## config.mk

```make
export PLATFORM = sky130hd
export DESIGN_NAME = sat_counter
export DESIGN_NICKNAME = d
export VERILOG_FILES = /design/src/rtl/sat_counter.sv
export SDC_FILE = /design/constraint.sdc
export NUM_CORES = 1
export LEC_CHECK = 0
export CORE_AREA = 2 2 39 41
export DETAILED_ROUTE_END_ITERATION = 8
export DIE_AREA = 0 0 41 43
export SETUP_SLACK_MARGIN = 0.15
export SLEW_MARGIN = 20
export SYNTH_ARGS = -nofsm -noshare
export SYNTH_HDL_FRONTEND = slang
export SYNTH_SLANG_ARGS = --single-unit
```

## constraint.sdc

```tcl
create_clock -name clk -period 1.25 [get_ports clk]
set_clock_uncertainty 0.2 [all_clocks]
set_input_delay 0.1875 -clock clk [delete_from_list [all_inputs] [get_ports clk]]
set_output_delay 0.1875 -clock clk [all_outputs]
set_load 0.01 [all_outputs]
```

## src/rtl/sat_counter.sv

```systemverilog
// sat_counter: up-counter with synchronous clear; sat_o flags all-ones so callers can stop incrementing
module sat_counter #(
    parameter int W = 4
) (
    input  logic         clk,
    input  logic         rst,
    input  logic         clr_i,
    input  logic         inc_i,
    output logic [W-1:0] count_o,
    output logic         sat_o
);
    logic [W-1:0] count_q;
    always_ff @(posedge clk) begin
        if (rst || clr_i) count_q <= '0;
        else if (inc_i) count_q <= count_q + 1'b1;
    end
    assign count_o = count_q;
    assign sat_o = &count_q;
endmodule

```

* Word-level counts from Yosys, hierarchy flattened
Cells that the tools add are included.
** Storage, ports and cells
- Register bits after elaboration :: 4
- Bits of input ports :: 4
** Cells by class
- Add/sub/neg operators :: 1
- Reduce and logical (&&, ||, !) cells :: 2
** Operators by type and width (count)
- $add 4x1->4 const B :: 1
- $reduce_and 4->1 :: 1
- $logic_or 1x1->1 :: 1

* Longest topological paths before layout
Gate-level depths: netlist (run 1).
- Word-level depth :: 1
- Depth in mapped cells :: 3
- Mapped depth without buffers :: 3

* Worst setup path after synthesis (run 1)
Ideal clock, no wire load.
- Kind :: reg-to-output
- Start :: register count_q[0], in the netlist count_o[0]
- End :: output sat_o
- Arrival :: 0.826 ns
- Required time :: 0.863 ns
- Slack :: 0.037 ns
- Stages on the path, launching flop included :: 3
- Path buffers :: 0
- Cells stage by stage :: dfxtp_1 ha_1 and3_1
** On the way
- Cells in the longest elaborated chain, start to end :: 1
** Ends and longest elaborated chain
- start: declaration :: line 12 : logic [W-1:0] count_q;
- start signal: assignment :: line 15 : else if (inc_i) count_q <= count_q + 1'b1;
- $reduce_and 4->1 :: line 18 : assign sat_o = &count_q;
- end: declaration :: line 10 : output logic sat_o
Every way passes these cells.

* Worst setup path in the final report (run 1)
Same ends and word-level chain as after synthesis.

==> results.cfg, run 1 <==
[outcome]
outcome = finished with violations
violations = setup timing

[critical_path]
required_ns = 0.86
critical_path_peak_fanout = 2
cp_data_arrival_time_ns = 0.97
rr_worst_depth = 5
start_kind = register
end_kind = output port
r2r_setup_slack_ns = -0.04
r2r-end = count_o[2]$_SDFFE_PP0P_
critPathKind = reg2out
r2r_start = count_o[0]$_SDFFE_PP0P_

[yosys]
ys_ff_latch = 4
yosysTopAreaCellShare_pct = 41.29
syn-num-nets = 23
netlist_area_um2 = 193.9
synth_cells = 18
synth.area.top_cells = dfxtp_1, mux2_4, ha_1
avgSynthCellArea_um2 = 10.77
synthDistinctLibCells = 14
yosysWarningCount = 0
synth_top_area_cell = dfxtp_1
synth_seq_area_share_pct = 41.29

[pwr]
p_sw_w = 0.00007345
powerDensity_nw_per_um2 = 777.8
combPwrFrac_pct = 12.0
internal-power_w = 0.0002623
seqPwrFrac_pct = 39.7
switching_share_pct = 21.88
vdd_drop_max_v = 0.0002989
power.share.clock_pct = 48.3
p_leak_nw = 0.1856

[timing]
relSlewSlack_pct = 88.43
rsz0062_at_grt = yes
setup_viol = 4
fin_setup_tns_ns = -0.2111
drv_slew = 0
layout_min_cycle_time_ns = 1.362
hold_violations = 0
worst_pin_slew_ns = 0.1723
finalWorstSetupSlack_ns = -0.1116
fmax_mhz = 734.4
fin_crit_sh_pct = 108.9

[floorplanning]
ioPinCount = 9
start_util_pct = 14.01
die-area_um2 = 1763
core_um2 = 1384
die_width_um = 41
fp.dieH_um = 43
rows = 14

[clock_tree]
cts_root_buffer = clkbuf_4
cts_buffer_depth = 2
clkLatencyLatePin_ns = 0.23
htree_levels = 1
path_clk_slew_ns = 0.04
numCtsBuffers = 3
cts_sinks = 4
cts_tree = done

[flow_run]
cap_violations = 0

[worst_hold_path]
hold_end = count_o[3]$_SDFFE_PP0P_
holdCritPathClass = in2reg
whs_path_depth = 3
min-delay-start = inc_i

[routing]
route.detailed.drc = 0
wl_per_cell_um = 9.245
viasPerCell = 3.925
drt_iter0_markers = 1
first_pass_iters = 2
drt-total-wl_um = 490
vias = 208
postRouteAntennaNets = 0

[global_routing]
antenna_found_initial = 0
grt_pass1_wl_um = 731
track_usage_pct = 6.827
grt_pass1_vias = 199
grt_max_degree = 5
grt-ovfl-total = 0

[placed_design]
io_buffers = 8
pre_cts_ws_ns = -0.3102
gp_congestion = 0.5779
post-dp-hpwl_um = 341.8

[final_layout]
diodes = 0
largest_reg_flops = 4
fin_nets = 44
syn2layout_area_growth_pct = 122.6
utilization_pct = 31.19
fill_cells = 146
drive_gt1_share_pct = 67.57
[synthesized netlist by cell type (all sizes together)]
library cell / instances
dfxtp: 4
nor2: 2
a21bo: 1
a21oi: 1
and3: 1
ha: 1
mux2: 1
mux2i: 1
nand3b: 1
nand4: 1
nor3: 1
nor3b: 1
or2: 1
xnor2: 1
[repair_timing]
| item | in CTS | in global routing |
|---|---|---|
| hold buffers | 0 | 0 |
| resized for setup | 32 | 3 |
| setup endpoints to repair | 8 | 7 |
| buffers inserted | 1 | 1 |
| pin swaps | 4 | 4 |
[metal layers]
layer	global-route usage, %	vias up	routed length [µm]
li1	-	104	-
met4	8.000	0	0
met1	7.074	98	190
met3	3.141	0	38
met2	8.750	6	261
met5	0	-	0
[kinds of logic after synthesis]
logic type      count (synthesis)  share of synthesized area (%)
compound gates                  2                          7.740
mux                             2                          12.90
simple gates                    8                          27.10
xor+xnor                        1                          4.517
flops                           4                          41.29
fa+ha+maj                       1                          6.451
[layout make-up]
class / instances / area, µm² / share of cell area, %
timing repair buffer: 16 / 160.2 / 37.10
multi-input combinational: 14 / 143.9 / 33.33
sequential: 4 / 85.08 / 19.71
clock buffer: 3 / 22.52 / 5.217
tap: 16 / 20.02 / 4.638
[worst max path at each step]
stage / from / to / slack (ns) / cells past startpoint
floorplan: count_o[0]$_SDFFE_PP0P_ / sat_o / 0.11 / 2
global placement: count_o[0]$_SDFFE_PP0P_ / sat_o / -0.32 / 3
detailed placement: count_o[1]$_SDFFE_PP0P_ / sat_o / -0.31 / 3
CTS: count_o[1]$_SDFFE_PP0P_ / sat_o / -0.13 / 3
global route: count_o[0]$_SDFFE_PP0P_ / sat_o / -0.15 / 3
finish: count_o[0]$_SDFFE_PP0P_ / sat_o / -0.11 / 3
[stage by stage]
step / hold WS, ns / instances / power [W] / area [µm²]
after floorplan: 0.1350 / 18 / 0.0001457 / 202.7
after global placement: 0.3798 / 48 / 0.0001701 / 347.8
after detailed placement: 0.3897 / 48 / 0.0001706 / 347.8
after CTS: 0.2598 / 52 / 0.0003441 / 412.9
after global routing: 0.2676 / 53 / 0.0003600 / 431.7
final: 0.2667 / 53 / 0.0003358 / 431.7
[critical path, stage by stage (launching register included)]
cell and delay, ns:
dfxtp_2 0.34, ha_4 0.14, and3_4 0.16, buf_6 0.09
[placed cells by master (no fill, tap or decap)]
cell type	instances
and3_4	1
nand4_4	1
nor3b_1	1
xnor2_1	1
buf_4	4
nor3_1	1
clkbuf_4	3
mux2_4	1
nor2_1	2
clkdlybuf4s50_1	2
or2_1	1
ha_4	1
nand3b_1	1
buf_6	9
a21oi_2	1
mux2i_1	1
a21bo_1	1
dlygate4sd2_1	1
dfxtp_2	4
[power groups by stage]
stage | Clock (W) | Combinational [W] | Sequential (W)
after global placement | 0 | 0.0000360 | 0.000134
final | 0.000162 | 0.0000402 | 0.000133
after CTS | 0.000172 | 0.0000394 | 0.000133
after global routing | 0.000183 | 0.0000437 | 0.000134
after detailed placement | 0 | 0.0000364 | 0.000134
after floorplan | 0 | 0.00000889 | 0.000137
(Power assumes the default switching activity.)
==> run 2, diff against run 1 <==
--- a/config.mk
+++ b/config.mk
@@ -5,6 +5,7 @@
 export SDC_FILE = /design/constraint.sdc
 export NUM_CORES = 1
 export LEC_CHECK = 0
+export ABC_CLOCK_PERIOD_IN_PS = 1250
 export CORE_AREA = 2 2 39 41
 export DETAILED_ROUTE_END_ITERATION = 8
 export DIE_AREA = 0 0 41 43
==> results of run 2 <==
Final layout, timing and power as in run 1 (identical DEF).
==> run 3, diff against run 2 <==
--- a/config.mk
+++ b/config.mk
@@ -9,6 +9,7 @@
 export CORE_AREA = 2 2 39 41
 export DETAILED_ROUTE_END_ITERATION = 8
 export DIE_AREA = 0 0 41 43
+export GPL_TIMING_DRIVEN = 0
 export SETUP_SLACK_MARGIN = 0.15
 export SLEW_MARGIN = 20
 export SYNTH_ARGS = -nofsm -noshare
==> run 3 against run 2 <==
Against the previous run:
- the run still ends with setup timing left
- clock-buffer cell count is the same
- utilization shrank 3.2 points
- routed wire length shrank 3.3%
- setup slack lost 0.031 ns
- final area shrank 10%
- largest power group unchanged
- largest cell class is now multi-input gates
- maximum frequency shrank 2.2%
- register-to-register slack gained 0.09 ns
- critical path depth is the same
- clock power grew 3%
- global-route usage grew 0.38 points
- die area is the same
- total power shrank 1.0%
==> results.cfg, run 3 (synthesis gave the netlist of run 1 again) <==
[final_layout]
largest_reg_flops = 4
final_common_cell = buf_6
syn2layout_area_growth_pct = 100.0
regArea_um2 = 90.09
layout_common_cells = buf_6, buf_4, clkbuf_4
fill_cells = 156
multiInputGateArea_um2 = 137.6
diodes = 0
drive_gt1_share_pct = 66.67
fin_nets = 40
final_area_um2 = 387.9

[routing]
postRouteAntennaNets = 0
vias = 195
viasPerCell = 3.980
drt-total-wl_um = 474
drt_iter0_markers = 2
wl_per_cell_um = 9.673
route.detailed.drc = 0
first_pass_iters = 2

[critical_path]
r2r_setup_slack_ns = 0.05
required_ns = 0.86
critPathKind = reg2out
path_buf_inv = 1
start_kind = register
crit_cells = 3
critical_path.endpoint = sat_o
cp_top_family = flip-flops
critPathMaxStageDelay_ns = 0.34
crit_chain = ha_4 -> and3_4 -> buf_6
crit_slowest_cell = dfxtp_4
critical_path_peak_fanout = 2
rr_worst_depth = 3
end_kind = output port
r2r_start = count_o[0]$_SDFFE_PP0P_
r2r-end = count_o[3]$_SDFFE_PP0P_
cp_data_arrival_time_ns = 1.00
cp-startpoint = count_o[1]$_SDFFE_PP0P_

[pwr]
vdd_drop_max_v = 0.0002837
powerDensity_nw_per_um2 = 856.8
p_leak_nw = 0.1810
finalPower_w = 0.0003323

[global_routing]
track_usage_pct = 7.207
antenna_found_initial = 0
grt_max_degree = 6
grt-ovfl-total = 0
grt_pass1_wl_um = 800
grt_pass1_vias = 181

[clock_tree]
numCtsBuffers = 3
htree_levels = 1
cts_tree = done
cts_sinks = 4
cts_buffer_depth = 2
cts_root_buffer = clkbuf_4
path_clk_slew_ns = 0.04
postCtsHoldBufs = 0
clkLatencyLatePin_ns = 0.24

[placed_design]
dpl-instance-area_um2 = 302.8
pre_cts_ws_ns = -0.3998
gp_congestion = 0.6431
io_buffers = 8
post-dp-hpwl_um = 329.7

[timing]
fin_crit_sh_pct = 111.4
setup_viol = 1
hold-worst-slack_ns = 0.09242
hold_violations = 0
relSlewSlack_pct = 85.19
worst_pin_slew_ns = 0.2221
drv_slew = 0
finalWorstSetupSlack_ns = -0.1425
rsz0062_at_grt = yes
fmax_mhz = 718.1
layout_min_cycle_time_ns = 1.392

[floorplanning]
die_width_um = 41
ioPinCount = 9
die-area_um2 = 1763
fp.dieH_um = 43
core_um2 = 1384
start_util_pct = 14.01
rows = 14

[worst_hold_path]
holdCritPathClass = in2reg

[outcome]
violations = setup timing
outcome = finished with violations

[flow_run]
cap_violations = 0
[run 3: cell count changes in the layout (fill, tap and decap cells not counted), sizes merged]
cell / change
dlymetal6s2s: +1
buf: -4
clkdlybuf4s50: -1
[run 3: stage by stage]
stage                     instances  utilization, %  TNS [ns]
after detailed placement         42           21.88    -1.014
after floorplan                  18               -         0
after global placement           42           21.88   -0.9968
after global routing             49           28.03   -0.1670
final                            49           28.03   -0.1425
after CTS                        48           26.40   -0.1592
[run 3: routing by layer]
layer	global-route usage, %	up-vias	part of all wire, %
met1	8.280	88	42
met5	0	-	0
met4	8.000	0	3.0
met2	8.750	8	46
met3	3.141	2	8.9
li1	-	97	-
[run 3: report_power, final]
part / total [W] / switching [W] / internal (W)
logic: 0.0000355 / 0.0000144 / 0.0000211
registers: 0.000130 / 0.00000231 / 0.000128
clock network: 0.000167 / 0.0000588 / 0.000108
[run 3: final cells by class]
type | count | area share (%)
Multi-Input combinational cell | 14 | 35.48
Timing Repair Buffer | 12 | 30.32
Sequential cell | 4 | 23.23
Clock buffer | 3 | 5.806
Tap cell | 16 | 5.161
[run 3: worst min path at each step]
stage	slack (ns)	from	cells past startpoint	end
CTS	0.26	inc_i	3	count_o[2]$_SDFFE_PP0P_
global placement	0.31	count_o[1]$_SDFFE_PP0P_	2	count_o[1]$_SDFFE_PP0P_
finish	0.09	clr_i	3	count_o[2]$_SDFFE_PP0P_
global route	0.13	clr_i	3	count_o[2]$_SDFFE_PP0P_
detailed placement	0.33	count_o[0]$_SDFFE_PP0P_	2	count_o[0]$_SDFFE_PP0P_
floorplan	0.14	inc_i	2	count_o[0]$_SDFFE_PP0P_
[run 3: worst register-to-register path: stages (launching register included)]
cell and delay [ns]:
dfxtp_4 0.35, buf_4 0.13, nand4_2 0.10, mux2_4 0.31
[run 3: timing repair]
action / CTS / global route
pin swaps: 1 / 3
setup endpoints to repair: 8 / 7
setup buffers: 3 / 1
gates resized for setup: 30 / 4
cloned: 0 / 0
